===== src/rtl/div_unit_pkg.sv =====
// Shared definitions for the Execute-stage divider: state encoding and default width.
package div_unit_pkg;

  localparam int DIV_WIDTH = 32;

  typedef enum logic [1:0] {
    IDLE  = 2'b00,
    DZERO = 2'b01,
    BUSY  = 2'b10,
    DONE  = 2'b11
  } divState_t;

endpackage


===== src/rtl/div_unit_if.sv =====
// Pipeline <-> divider handshake: operands and control in, result/ready/stall out.
interface div_unit_if
  import div_unit_pkg::*;
#(
  parameter int WIDTH = DIV_WIDTH
);

  logic               start;
  logic               signed_div;
  logic [WIDTH-1:0]   opdata1;
  logic [WIDTH-1:0]   opdata2;
  logic               annul;
  logic [2*WIDTH-1:0] result;
  logic               ready;
  logic               stall;

  // Execute stage / hazard unit side.
  modport master (
    output start, signed_div, opdata1, opdata2, annul,
    input  result, ready, stall
  );

  // Divider side.
  modport slave (
    input  start, signed_div, opdata1, opdata2, annul,
    output result, ready, stall
  );

endinterface


===== src/rtl/div_unit_sign_fix.sv =====
// Conditional two's-complement negate: used both for operand magnitude and result sign fix-up.
module div_unit_sign_fix #(
  parameter int WIDTH = 32
) (
  input  logic [WIDTH-1:0] value,
  input  logic             negate,
  output logic [WIDTH-1:0] dataOut
);

  assign dataOut = negate ? (~value + WIDTH'(1)) : value;

endmodule


===== src/rtl/div_unit.sv =====
// Iterative radix-2 restoring divider; result = {remainder, quotient}.
module div_unit
  import div_unit_pkg::*;
#(
  parameter int WIDTH = DIV_WIDTH,
  parameter int CNT_W = 6
) (
  input  logic       clk,
  input  logic       rst,
  div_unit_if.slave  bus
);

  divState_t          stateReg, stateNext;
  logic [2*WIDTH:0]   workReg, workNext;
  logic [WIDTH-1:0]   divisorReg;
  logic [CNT_W-1:0]   cntReg;
  logic               negQReg, negRReg;
  logic [2*WIDTH-1:0] resultReg;
  logic               readyInt;
  logic               divZero;
  logic               lastIter;
  logic [WIDTH+1:0]   trial;

  // Lanes 0/1: dividend/divisor magnitude; lanes 2/3: quotient/remainder sign fix-up.
  logic [WIDTH-1:0] fixIn  [4];
  logic             fixNeg [4];
  logic [WIDTH-1:0] fixOut [4];

  assign divZero  = (bus.opdata2 == '0);
  assign lastIter = (cntReg == CNT_W'(WIDTH - 1));

  assign fixIn[0]  = bus.opdata1;
  assign fixNeg[0] = bus.signed_div & bus.opdata1[WIDTH-1];
  assign fixIn[1]  = bus.opdata2;
  assign fixNeg[1] = bus.signed_div & bus.opdata2[WIDTH-1];
  assign fixIn[2]  = workNext[WIDTH-1:0];
  assign fixNeg[2] = negQReg;
  assign fixIn[3]  = workNext[2*WIDTH-1:WIDTH];
  assign fixNeg[3] = negRReg;

  genvar gi;
  generate
    for (gi = 0; gi < 4; gi++) begin : gSignFix
      div_unit_sign_fix #(.WIDTH(WIDTH)) uFix (
        .value  (fixIn[gi]),
        .negate (fixNeg[gi]),
        .dataOut(fixOut[gi])
      );
    end
  endgenerate

  // Trial subtract on the partial remainder plus the next dividend bit shifted in.
  assign trial = workReg[2*WIDTH:WIDTH-1] - {2'b00, divisorReg};

  // One restoring step: keep the difference and shift in 1, or plain shift in 0.
  always_comb begin
    workNext = {workReg[2*WIDTH-1:0], 1'b0};
    if (!trial[WIDTH+1]) begin
      workNext = {trial[WIDTH:0], workReg[WIDTH-2:0], 1'b1};
    end
  end

  // Next-state logic; annul overrides every transition.
  always_comb begin
    stateNext = stateReg;
    case (stateReg)
      IDLE:    if (bus.start) stateNext = divZero ? DZERO : BUSY;
      DZERO:   stateNext = DONE;
      BUSY:    if (lastIter) stateNext = DONE;
      DONE:    stateNext = IDLE;
      default: stateNext = IDLE;
    endcase
    if (bus.annul) stateNext = IDLE;
  end

  // State register.
  always_ff @(posedge clk) begin
    if (rst) stateReg <= IDLE;
    else     stateReg <= stateNext;
  end

  // Datapath: operand latch, iteration, and result capture on DONE entry.
  always_ff @(posedge clk) begin
    if (rst) begin
      workReg    <= '0;
      divisorReg <= '0;
      cntReg     <= '0;
      negQReg    <= 1'b0;
      negRReg    <= 1'b0;
      resultReg  <= '0;
    end else if (bus.annul) begin
      workReg    <= '0;
      divisorReg <= '0;
      cntReg     <= '0;
      negQReg    <= 1'b0;
      negRReg    <= 1'b0;
    end else begin
      case (stateReg)
        IDLE: begin
          if (bus.start) begin
            cntReg  <= '0;
            negQReg <= fixNeg[0] ^ fixNeg[1];
            negRReg <= fixNeg[0];
            if (divZero) begin
              // Raw dividend is parked here so DZERO can echo it back.
              workReg    <= {{(WIDTH+1){1'b0}}, bus.opdata1};
              divisorReg <= '0;
            end else begin
              workReg    <= {{(WIDTH+1){1'b0}}, fixOut[0]};
              divisorReg <= fixOut[1];
            end
          end
        end
        BUSY: begin
          workReg <= workNext;
          cntReg  <= cntReg + CNT_W'(1);
          if (lastIter) resultReg <= {fixOut[3], fixOut[2]};
        end
        DZERO: resultReg <= {workReg[WIDTH-1:0], {WIDTH{1'b1}}};
        default: ;
      endcase
    end
  end

  assign readyInt   = (stateReg == DONE);
  assign bus.ready  = readyInt;
  assign bus.result = resultReg;
  assign bus.stall  = bus.start & ~readyInt;

endmodule


===== src/flat_wrapper.sv =====
// flat-port wrapper written by rule: the top's interface ports become plain ports
module div_unit_flat import div_unit_pkg::*;
#(
  parameter int WIDTH = DIV_WIDTH,
  parameter int CNT_W = 6
)
  (clk, rst, bus_start, bus_signed_div, bus_opdata1, bus_opdata2, bus_annul, bus_result, bus_ready, bus_stall);
  div_unit_if #(.WIDTH(WIDTH)) bus_i ();
  input  logic clk;
  input  logic rst;
  input wire logic [$bits(bus_i.start)-1:0] bus_start;
  input wire logic [$bits(bus_i.signed_div)-1:0] bus_signed_div;
  input wire logic [$bits(bus_i.opdata1)-1:0] bus_opdata1;
  input wire logic [$bits(bus_i.opdata2)-1:0] bus_opdata2;
  input wire logic [$bits(bus_i.annul)-1:0] bus_annul;
  output wire logic [$bits(bus_i.result)-1:0] bus_result;
  output wire logic [$bits(bus_i.ready)-1:0] bus_ready;
  output wire logic [$bits(bus_i.stall)-1:0] bus_stall;
  assign bus_i.start = bus_start;
  assign bus_i.signed_div = bus_signed_div;
  assign bus_i.opdata1 = bus_opdata1;
  assign bus_i.opdata2 = bus_opdata2;
  assign bus_i.annul = bus_annul;
  assign bus_result = bus_i.result;
  assign bus_ready = bus_i.ready;
  assign bus_stall = bus_i.stall;
  div_unit #(.WIDTH(WIDTH), .CNT_W(CNT_W)) u_core (.clk(clk), .rst(rst), .bus(bus_i));
endmodule

===== config.mk =====
export PLATFORM = sky130hd
export DESIGN_NAME = div_unit_flat
export DESIGN_NICKNAME = d
export VERILOG_FILES = /design/src/rtl/div_unit_pkg.sv /design/src/rtl/div_unit_if.sv /design/src/rtl/div_unit_sign_fix.sv /design/src/rtl/div_unit.sv /design/src/flat_wrapper.sv
export SDC_FILE = /design/constraint.sdc
export NUM_CORES = 1
export LEC_CHECK = 0
export ABC_CLOCK_PERIOD_IN_PS = 14300
export CORE_ASPECT_RATIO = 0.75
export CORE_MARGIN = 2
export CORE_UTILIZATION = 35
export CTS_BUF_LIST = sky130_fd_sc_hd__clkbuf_4 sky130_fd_sc_hd__clkbuf_8 sky130_fd_sc_hd__clkbuf_16
export DETAILED_ROUTE_END_ITERATION = 16
export GPL_ROUTABILITY_DRIVEN = 0
export HOLD_SLACK_MARGIN = 0.05
export PLACE_DENSITY = 0.55
export SLEW_MARGIN = 20
export SYNTH_ARGS = -nofsm -noshare
export SYNTH_HDL_FRONTEND = slang
export SYNTH_SLANG_ARGS = --single-unit
export TNS_END_PERCENT = 100

===== constraint.sdc =====
create_clock -name clk -period 14.3 [get_ports clk]
set_input_delay 2.86 -clock clk [delete_from_list [all_inputs] [get_ports clk]]
set_output_delay 2.86 -clock clk [all_outputs]
set_load 0.05 [all_outputs]

==> summary.md, run 1 <==
| Metric | Value |
|---|---|
| Status | `complete, no violations` |
| Most frequent CP cell | `clkdlybuf4s50_1` |
| DRC viols | `0` |
| Reg2reg start | `u_core.workReg[39]` |
| Mapped Area | `12,200 um2` |
| Hold path start | `u_core.bus.result[41]` |
| I/O pins | `135` |
| Synth area leader | `dfxtp_1` |
| Fmax | `139 MHz` |
| Die W | `219 um` |
| Setup TNS | `0 ns` |
| H-tree levels | `4` |
| RSZ-0062 raised after global routing | `no` |
| Final WL | `41,600 um` |
| Critical-path cell list | `clkdlybuf4s50_1, nor2b_1, clkdlybuf4s50_1` |
| Critical Path RT | `11.44 ns` |
| Cell variety after synth | `79` |
| Commonest non-fill, non-tap cells in the layout | `nor2_1, nand2_1, dfxtp_1` |
| Buf/Inv on CP | `2` |
| Net switching power figure | `532 uW` |
| #FFs+latches synth | `171` |
| Hold path endpoint | `u_core.bus.result[41]` |
| Max-cap violations | `0` |
| Commonest non-fill, non-tap cell in the layout | `nor2_1` |
| Clk Latency, worst-skew pair | `0.46 ns` |
| Gr usage total | `23.0%` |
| Sequential area share after synthesis | `28.1%` |
| Switch share | `36.8%` |
| Synth Warn # | `0` |
| Post-synth EDFFs | `0` |
| Pins Over Slew Limit | `0` |
| Synthesized netlist cell count | `1,661` |
| DRT Pass-1 Iters | `5` |
| Fraction of registers with async set or reset after synthesis | `0%` |
| WP data arrival | `4.32 ns` |
| Share of power burned in registers | `36.0%` |
| Area delta synth->final | `18.2%` |
| Clk network pwr share | `33.7%` |
| Rel. slew slack | `26.3%` |
| Die Y | `166 um` |
| Max VDD drop | `0.0000763 V` |
| Global-route wire length before repair | `65,000 um` |
| Via density | `5.71` |
| Initial Utilization | `35.3%` |
| Starting DRT DRC Count | `1,053` |
| Int Pwr | `913 uW` |
| CP Launch Type | `primary input` |
| CP top delay family | `buffers and inverters` |
| TritonCTS Buffers | `17` |
| Pleak | `0.00517 uW` |
| Row count | `59` |
| Worst Hold Class | `register to register` |
| Final Hold Vio Count | `0` |
| Slowest stage cell on the critical path | `clkdlybuf4s50_1` |
| Largest net degree at the start of global routing | `80` |
| Resized cells post-CTS | `0` |
| Post-CTS Setup Inserts | `0` |
| Worst-case reg-to-reg path depth | `18` |
| Combinational power share | `30.3%` |
| Worst-path maximum fanout | `4` |
| Total gr overflow | `0` |
| Tmin final | `7.18 ns` |
| CTS tree | `built` |
| Synthesized area per cell | `7.33 um2` |
| Cts hold-fix bufs | `0` |
| Die Area | `36,300 um2` |
| Non-Filler Instances | `2,194` |
| Share of post-route cells with drive strength above 1 | `4.67%` |
| Post-DRT Antenna Nets | `0` |
| IO buf count | `134` |
| Clock Skew | `0.0129 ns` |
| Top_reg_cell synth | `dfxtp_1` |
| Clk root buf | `clkbuf_16` |
| Detailed placement HPWL | `30,800 um` |
| End of the worst register-to-register path | `u_core.bus.result[56]` |
| Fin nets | `1,834` |
| CP peak stage delay | `0.81 ns` |
| Vias in the first global route | `11,400` |
| Clock Tree Buf Depth | `2` |
| Critical path class | `primary input to primary output` |
| Element type at the critical path end | `primary output` |
| Via count | `12,500` |
| Synth top area share | `28.1%` |
| Worst slew pin tran | `1.11 ns` |
| Core area | `34,500 um2` |
| # placed instances | `2,161` |
| Largest cells by area after synthesis | `dfxtp_1, nor2_1, nand2_1, xor2_1, a21oi_1` |
| Worst reg2reg setup slack | `8.04 ns` |
| Final period utilization | `50.2%` |
| WHS Path Cells | `2` |
| Pwr Density | `100 nW/um2` |
| Clk sinks | `171` |
| Clk slew on worst S/H paths | `0.06 ns` |
| WL/cell | `19.0 um` |
| Mapped Nets | `1,772` |
| Final setup viols | `0` |
| Initial antenna violation count | `0` |
[registers in the layout, summed over array words and instances (netlist names)]
| name | flops |
|---|---|
| u_core.stateReg | 2 |
| u_core.bus.result | 64 |
| u_core.negRReg | 1 |
| u_core.negQReg | 1 |
| u_core.workReg | 65 |
| u_core.divisorReg | 32 |
| u_core.cntReg | 6 |
[layout make-up]
class                   count  area (um2)
repair buffers            149        1450
well taps                 457         572
multi-input cells        1325        8130
diodes                      1        2.50
flip-flops and latches    171        3420
inverters                  59         221
clock inverters            14         160
clock buffers              18         433
fillers                  3537       20100
[stage by stage]
step	setup slack, ns	power [uW]	hold WS (ns)	area, um2	utilization (%)
after global placement	7.11	962	0.469	13800	40.0
after CTS	7.10	1450	0.494	14400	41.7
after detailed placement	7.12	965	0.481	13800	40.0
final	7.12	1450	0.490	14400	41.8
after floorplan	7.87	824	0.436	12200	-
after global routing	7.06	1510	0.515	14400	41.7
[worst register-to-register path, delay by kind of cell, from the launching register on]
kind / cells / cell delay (ns)
adders and majority gates: 2 / 0.69
and+or+nand+nor: 5 / 1.29
buffers and inverters: 1 / 0.49
AOI/OAI and AO/OA: 8 / 2.37
DFF: 1 / 0.51
muxes: 2 / 0.85
[cell families after synthesis]
kind of cell               after synthesis  synth area share, %
AOI/OAI and AO/OA                      498                 27.1
xor gates and xnor gates               124                 8.92
adders and majority gates               42                 4.38
buffers and inverters                  165                 5.27
DFF                                    171                 28.1
muxes                                   27                 2.34
and+or+nand+nor                        634                 23.9
[layer usage]
metal	up-vias	part of all wire, %	track usage, %
met4	0	1.7	5.68
li1	6141	-	-
met2	404	42	34.1
met3	43	6.5	3.86
met1	5945	50	34.3
met5	-	0	0
[power groups by stage]
| stage | clock network, uW | registers (uW) | logic [uW] |
|---|---|---|---|
| floorplan | 0 | 561 | 262 |
| global placement | 0 | 531 | 431 |
| detailed placement | 0 | 532 | 434 |
| CTS | 492 | 520 | 435 |
| global route | 512 | 523 | 479 |
| finish | 487 | 521 | 438 |
[Yosys cell counts, types with 5 or more instances]
master	count
a21o_1	15
o31a_1	5
or3_1	27
or4_1	11
buf_2	9
xor2_1	78
o22ai_1	6
or2_2	5
a22oi_1	23
nand3_1	35
dfxtp_1	171
a31oi_1	18
nand4_1	12
o21ai_0	92
o2111ai_1	6
o211a_1	5
ha_1	41
and3_1	11
o21bai_1	5
o41ai_1	11
and2_1	14
a41oi_1	6
a311oi_1	17
a21oi_1	128
o21a_1	6
a2111oi_0	5
xnor2_1	46
clkbuf_1	88
o31ai_1	24
a211oi_1	71
o211ai_1	21
mux2_2	8
mux2i_1	18
nand2b_1	10
nand2_1	203
nand3b_1	5
nor3_1	39
nor4_1	20
buf_1	7
nor2_1	217
inv_1	55
[how the worst max path moves through the flow]
stage / startpoint / to / slack (ns) / cells past startpoint
finish: bus_start / bus_stall / 7.12 / 3
global route: bus_start / bus_stall / 7.06 / 3
CTS: bus_start / bus_stall / 7.10 / 3
detailed placement: bus_start / bus_stall / 7.12 / 3
global placement: bus_start / bus_stall / 7.11 / 3
floorplan: bus_start / bus_stall / 7.87 / 1
No activity file was read; power rests on OpenSTA's default activity.
==> inputs of run 2 (changes only) <==
--- a/config.mk
+++ b/config.mk
@@ -5,7 +5,7 @@
 export SDC_FILE = /design/constraint.sdc
 export NUM_CORES = 1
 export LEC_CHECK = 0
-export ABC_CLOCK_PERIOD_IN_PS = 14300
+export ABC_CLOCK_PERIOD_IN_PS = 6300
 export CORE_ASPECT_RATIO = 0.75
 export CORE_MARGIN = 2
 export CORE_UTILIZATION = 35
@@ -13,7 +13,7 @@
 export DETAILED_ROUTE_END_ITERATION = 16
 export GPL_ROUTABILITY_DRIVEN = 0
 export HOLD_SLACK_MARGIN = 0.05
-export PLACE_DENSITY = 0.55
+export PLACE_DENSITY = 0.57
 export SLEW_MARGIN = 20
 export SYNTH_ARGS = -nofsm -noshare
 export SYNTH_HDL_FRONTEND = slang
==> constraint.sdc (replaced) <==
create_clock -name clk -period 6.3 [get_ports clk]
set_input_delay 1.26 -clock clk [delete_from_list [all_inputs] [get_ports clk]]
set_output_delay 1.26 -clock clk [all_outputs]
set_load 0.05 [all_outputs]
==> summary.md, run 2 (same netlist as run 1, synthesis figures left out) <==
| Metric | Value |
|---|---|
| Status | `complete, no violations` |
| Pins Over Slew Limit | `0` |
| Detailed placement HPWL | `31,500 um` |
| Clock Skew | `0.0186 ns` |
| Cts hold-fix bufs | `0` |
| Share of post-route cells with drive strength above 1 | `4.89%` |
| Post-DRT Antenna Nets | `0` |
| Net switching power figure | `1230 uW` |
| Gr usage total | `23.2%` |
| Resized cells post-CTS | `0` |
| Final WL | `41,600 um` |
| Commonest non-fill, non-tap cell in the layout | `nor2_1` |
| Largest net degree at the start of global routing | `79` |
| Via count | `12,500` |
| Final core occ | `41.8%` |
| WHS Path Cells | `2` |
| Final Hold Vio Count | `0` |
| Tmin final | `5.55 ns` |
| I/O pins | `135` |
| Fin nets | `1,837` |
| Row count | `59` |
| Final setup viols | `0` |
| Clock Tree Buf Depth | `2` |
| Worst Hold Class | `register to register` |
| Biggest register | `u_core.workReg` |
| Starting DRT DRC Count | `1,100` |
| Slowest stage cell on the critical path | `or4_1` |
| Clk sinks | `171` |
| Post-CTS Setup Inserts | `0` |
| Clk network pwr share | `33.2%` |
| Worst reg2reg setup slack | `0.75 ns` |
| Total gr overflow | `0` |
| Worst-case reg-to-reg path depth | `20` |
| Final period utilization | `88.0%` |
| Number of diodes | `0` |
| Fmax | `180 MHz` |
| H-tree levels | `4` |
| RSZ-0062 raised after global routing | `no` |
| Worst slew pin tran | `0.923 ns` |
| Die Area | `36,300 um2` |
| CP Launch Type | `register` |
| Clk slew on worst S/H paths | `0.08 ns` |
| Hold path endpoint | `u_core.bus.result[41]` |
| Worst-path maximum fanout | `39` |
| Hold path start | `u_core.bus.result[41]` |
| WL/cell | `19.0 um` |
| Via density | `5.70` |
| End of the worst register-to-register path | `u_core.bus.result[56]` |
| Clk Latency, worst-skew pair | `0.47 ns` |
| Pleak | `0.00517 uW` |
| Share of power burned in registers | `36.2%` |
| Number of flip-flops in the largest register | `65` |
| Area delta synth->final | `18.3%` |
| Clk root buf | `clkbuf_16` |
| DRT Pass-1 Iters | `7` |
| Vias in the first global route | `11,500` |
| Max VDD drop | `0.000153 V` |
| Initial Utilization | `35.3%` |
| Reg2reg start | `u_core.workReg[39]` |
| Critical-path cell list | `ha_1, a21oi_4, o21ai_1, a221o_1, nor2_1, mux2_4, nor2_4, inv_2, buf_4, nor2_1, a21oi_1, ha_1, nand3_1, or4_1, a2111oi_0, a41oi_1, a211o_1, o21ai_0, nand2_1, a221oi_2` |
| DRC viols | `0` |
| Die Y | `166 um` |
| Critical path class | `register to register` |
| CP peak stage delay | `0.51 ns` |
| Critical Path RT | `6.69 ns` |
| Switch share | `37.6%` |
| Commonest non-fill, non-tap cells in the layout | `nor2_1, nand2_1, dfxtp_1` |
| Core area | `34,500 um2` |
| Pwr Density | `227 nW/um2` |
| Int Pwr | `2040 uW` |
| TritonCTS Buffers | `17` |
| Max-cap violations | `0` |
| Combinational power share | `30.6%` |
| Buf/Inv on CP | `2` |
| Global-route wire length before repair | `65,400 um` |
| Hold WS | `0.490 ns` |
| Element type at the critical path end | `register` |
| Die W | `219 um` |
| Setup TNS | `0 ns` |
| CP top delay family | `compound AO/OA/AOI/OAI gates` |
| Initial antenna violation count | `0` |
| WP data arrival | `5.93 ns` |
| Rel. slew slack | `36.9%` |
| CTS tree | `built` |
| IO buf count | `134` |
-- run 2: cell count changes in the layout (fill, tap and decap cells not counted) --
| cell | delta |
|---|---|
| buf_4 | +3 |
| and2_0 | +1 |
| and2_1 | -1 |
| bufinv_16 | -1 |
| clkbuf_4 | -1 |
| clkinv_2 | -1 |
| clkinv_8 | +1 |
| clkinvlp_4 | +1 |
| dfxtp_1 | -1 |
| dfxtp_2 | +1 |
| diode_2 | -1 |
| inv_8 | +1 |
-- run 2: cell type report --
cell class	instances	area, um2
fill	3510	20100
multi-input combinational	1325	8130
sequential	171	3420
timing repair buffer	152	1470
tap	457	572
clock buffer	17	425
inverter	59	221
clock inverter	15	160
-- run 2: per-stage QoR --
| stage | power, uW | area [um2] | cells | setup WS [ns] |
|---|---|---|---|---|
| finish | 3270 | 14400 | 2196 | 0.754 |
| global route | 3430 | 14400 | 2196 | 0.0366 |
| CTS | 3270 | 14400 | 2196 | 0.758 |
| detailed placement | 2190 | 13800 | 2164 | 0.782 |
| global placement | 2190 | 13800 | 2164 | 0.918 |
| floorplan | 1870 | 12200 | 1661 | 1.14 |
-- run 2: power by group through the flow --
stage / logic (uW) / registers (uW) / clock network [uW]
after floorplan: 595 / 1270 / 0
after global placement: 982 / 1210 / 0
after detailed placement: 987 / 1210 / 0
after CTS: 992 / 1180 / 1100
after global routing: 1090 / 1190 / 1150
final: 999 / 1180 / 1090
-- run 2: tightest hold or removal path, cell delays in order (launching register included) --
cell and delay [ns]:
dfxtp_1 0.33, nand2_1 0.06, a21oi_1 0.05
-- run 2: worst max path at each step --
stage / cells after the start / end / start / slack (ns)
3_3_place_gp: 20 / u_core.bus.result[56] / u_core.workReg[39] / 0.92
2_1_floorplan: 21 / u_core.bus.result[52] / u_core.workReg[39] / 1.14
5_1_grt: 21 / u_core.bus.result[56] / u_core.divisorReg[29] / 0.04
4_1_cts: 20 / u_core.bus.result[52] / u_core.workReg[39] / 0.76
6_report: 20 / u_core.bus.result[56] / u_core.workReg[39] / 0.75
3_5_place_dp: 20 / u_core.bus.result[52] / u_core.workReg[39] / 0.78
-- run 2: per-layer routing --
metal / wire [um] / up-vias / GRT usage [%]
li1: - / 6138 / -
met5: 0 / - / 0
met1: 20500 / 5992 / 34.3
met3: 2540 / 39 / 3.70
met2: 17900 / 357 / 34.7
met4: 647 / 0 / 6.11
==> inputs of run 3 (changes only) <==
--- a/config.mk
+++ b/config.mk
@@ -7,13 +7,14 @@
 export LEC_CHECK = 0
 export ABC_CLOCK_PERIOD_IN_PS = 6300
 export CORE_ASPECT_RATIO = 0.75
-export CORE_MARGIN = 2
-export CORE_UTILIZATION = 35
+export CORE_MARGIN = 3
+export CORE_UTILIZATION = 52
 export CTS_BUF_LIST = sky130_fd_sc_hd__clkbuf_4 sky130_fd_sc_hd__clkbuf_8 sky130_fd_sc_hd__clkbuf_16
 export DETAILED_ROUTE_END_ITERATION = 16
 export GPL_ROUTABILITY_DRIVEN = 0
 export HOLD_SLACK_MARGIN = 0.05
-export PLACE_DENSITY = 0.57
+export PLACE_DENSITY = 0.78
+export SETUP_SLACK_MARGIN = 0.3
 export SLEW_MARGIN = 20
 export SYNTH_ARGS = -nofsm -noshare
 export SYNTH_HDL_FRONTEND = slang
==> summary.md, run 3 (same netlist as run 1, synthesis figures left out) <==
| Metric | Value |
|---|---|
| Status | `complete, no violations` |
| Non-Filler Instances | `2,034` |
| Critical-path cell list | `ha_1, a21oi_4, o21ai_1, a221o_1, nor2_1, mux2_4, nor2_4, inv_2, buf_6, nor2_1, a21oi_1, ha_1, nand3_1, or4_1, a2111oi_0, a41oi_1, a211o_1, and3_1, o311a_1, nor3_2` |
| Gr usage total | `29.6%` |
| Pwr Total | `3240 uW` |
| RSZ-0062 raised after global routing | `no` |
| Fmax | `178 MHz` |
| Worst-path maximum fanout | `39` |
| TritonCTS Buffers | `17` |
| Pins Over Slew Limit | `0` |
| Worst Hold Class | `register to register` |
| Row count | `47` |
| Fill count | `1,998` |
| Number of flip-flops in the largest register | `65` |
| Worst-case reg-to-reg path depth | `20` |
| Final period utilization | `89.4%` |
| CP Launch Type | `register` |
| Commonest non-fill, non-tap cells in the layout | `nor2_1, nand2_1, dfxtp_1` |
| Final Hold Vio Count | `0` |
| Core area | `22,500 um2` |
| Initial Utilization | `54.1%` |
| Worst slew pin tran | `1.08 ns` |
| Global-route wire length before repair | `61,800 um` |
| H-tree levels | `4` |
| Largest net degree at the start of global routing | `103` |
| Setup TNS | `0 ns` |
| I/O pins | `135` |
| Starting DRT DRC Count | `1,556` |
| Clock Tree Buf Depth | `2` |
| Share of post-route cells with drive strength above 1 | `4.94%` |
| WL/cell | `19.0 um` |
| Die Y | `139 um` |
| Final core occ | `63.2%` |
| WHS Path Cells | `2` |
| Element type at the critical path end | `register` |
| Die W | `183 um` |
| Post-DRT Antenna Nets | `0` |
| Detailed placement HPWL | `28,700 um` |
| Max-cap violations | `0` |
| Clk slew on worst S/H paths | `0.07 ns` |
| Final WL | `38,700 um` |
| Max VDD drop | `0.000185 V` |
| CTS tree | `built` |
| Final setup viols | `0` |
| Slowest stage cell on the critical path | `or4_1` |
| Area delta synth->final | `16.8%` |
| Cts hold-fix bufs | `0` |
| Via count | `12,800` |
| Via density | `6.31` |
| Commonest non-fill, non-tap cell in the layout | `nor2_1` |
| Vias in the first global route | `11,400` |
| Clk Latency, worst-skew pair | `0.44 ns` |
| Hold WS | `0.497 ns` |
| Critical path class | `register to register` |
| Fin nets | `1,838` |
| Rel. slew slack | `27.5%` |
| Clk root buf | `clkbuf_16` |
| # placed instances | `2,001` |
| Initial antenna violation count | `0` |
| Pwr Density | `228 nW/um2` |
| WP data arrival | `6.00 ns` |
| Clk sinks | `171` |
| Clock Skew | `0.0123 ns` |
| Post-CTS Setup Inserts | `0` |
| Resized cells post-CTS | `0` |
| CP peak stage delay | `0.52 ns` |
| Pleak | `0.00519 uW` |
| DRT Pass-1 Iters | `6` |
| Tmin final | `5.63 ns` |
| Number of diodes | `0` |
| DRC viols | `0` |
| Critical Path RT | `6.67 ns` |
| Total gr overflow | `0` |
| Biggest register | `u_core.workReg` |
| Die Area | `25,300 um2` |
| IO buf count | `134` |
run 3: metal layers:
| layer | vias up | track usage [%] | part of all wire [%] |
|---|---|---|---|
| li1 | 6148 | - | - |
| met5 | - | 0 | 0 |
| met4 | 0 | 7.37 | 2.1 |
| met3 | 70 | 6.03 | 11 |
| met1 | 5944 | 45.8 | 46 |
| met2 | 668 | 41.6 | 41 |
run 3: per-stage QoR:
| stage | instance area (um2) | setup slack [ns] |
|---|---|---|
| after detailed placement | 13600 | 0.772 |
| final | 14200 | 0.668 |
| after global routing | 14200 | 0.303 |
| after global placement | 13600 | 0.980 |
| after floorplan | 12200 | 1.14 |
| after CTS | 14200 | 0.633 |
run 3: cell type report:
type	count	area, um2	share of cell area (%)
Clock inverter	15	154	1.08
Timing Repair Buffer	153	1500	10.6
Multi-Input combinational cell	1325	8140	57.2
Sequential cell	171	3420	24.1
Clock buffer	17	425	2.99
Tap cell	294	368	2.58
Inverter	59	221	1.56
run 3: final timing paths:
check / from / slack [ns] / end
worst min-delay path: u_core.bus.result[45] / 0.50 / u_core.bus.result[45]
worst min register to register: u_core.bus.result[45] / 0.50 / u_core.bus.result[45]
worst max register to register: u_core.workReg[39] / 0.67 / u_core.bus.result[52]
worst max-delay path: u_core.workReg[39] / 0.67 / u_core.bus.result[52]
run 3: power breakdown:
part           internal, uW  leakage [uW]  switching (uW)
Combinational           350       0.00352             652
Clock                   530      0.000284             529
Sequential             1130       0.00139            48.7
run 3: critical path: cells and delay by family, from the launching register on:
family | cells | cell delay (ns)
AO/OA/AOI/OAI | 8 | 2.34
AND/OR/NAND/NOR | 7 | 1.42
adder cells (fa/ha/maj) | 2 | 0.62
flip-flops | 1 | 0.47
buffers and inverters | 2 | 0.37
multiplexers | 1 | 0.33
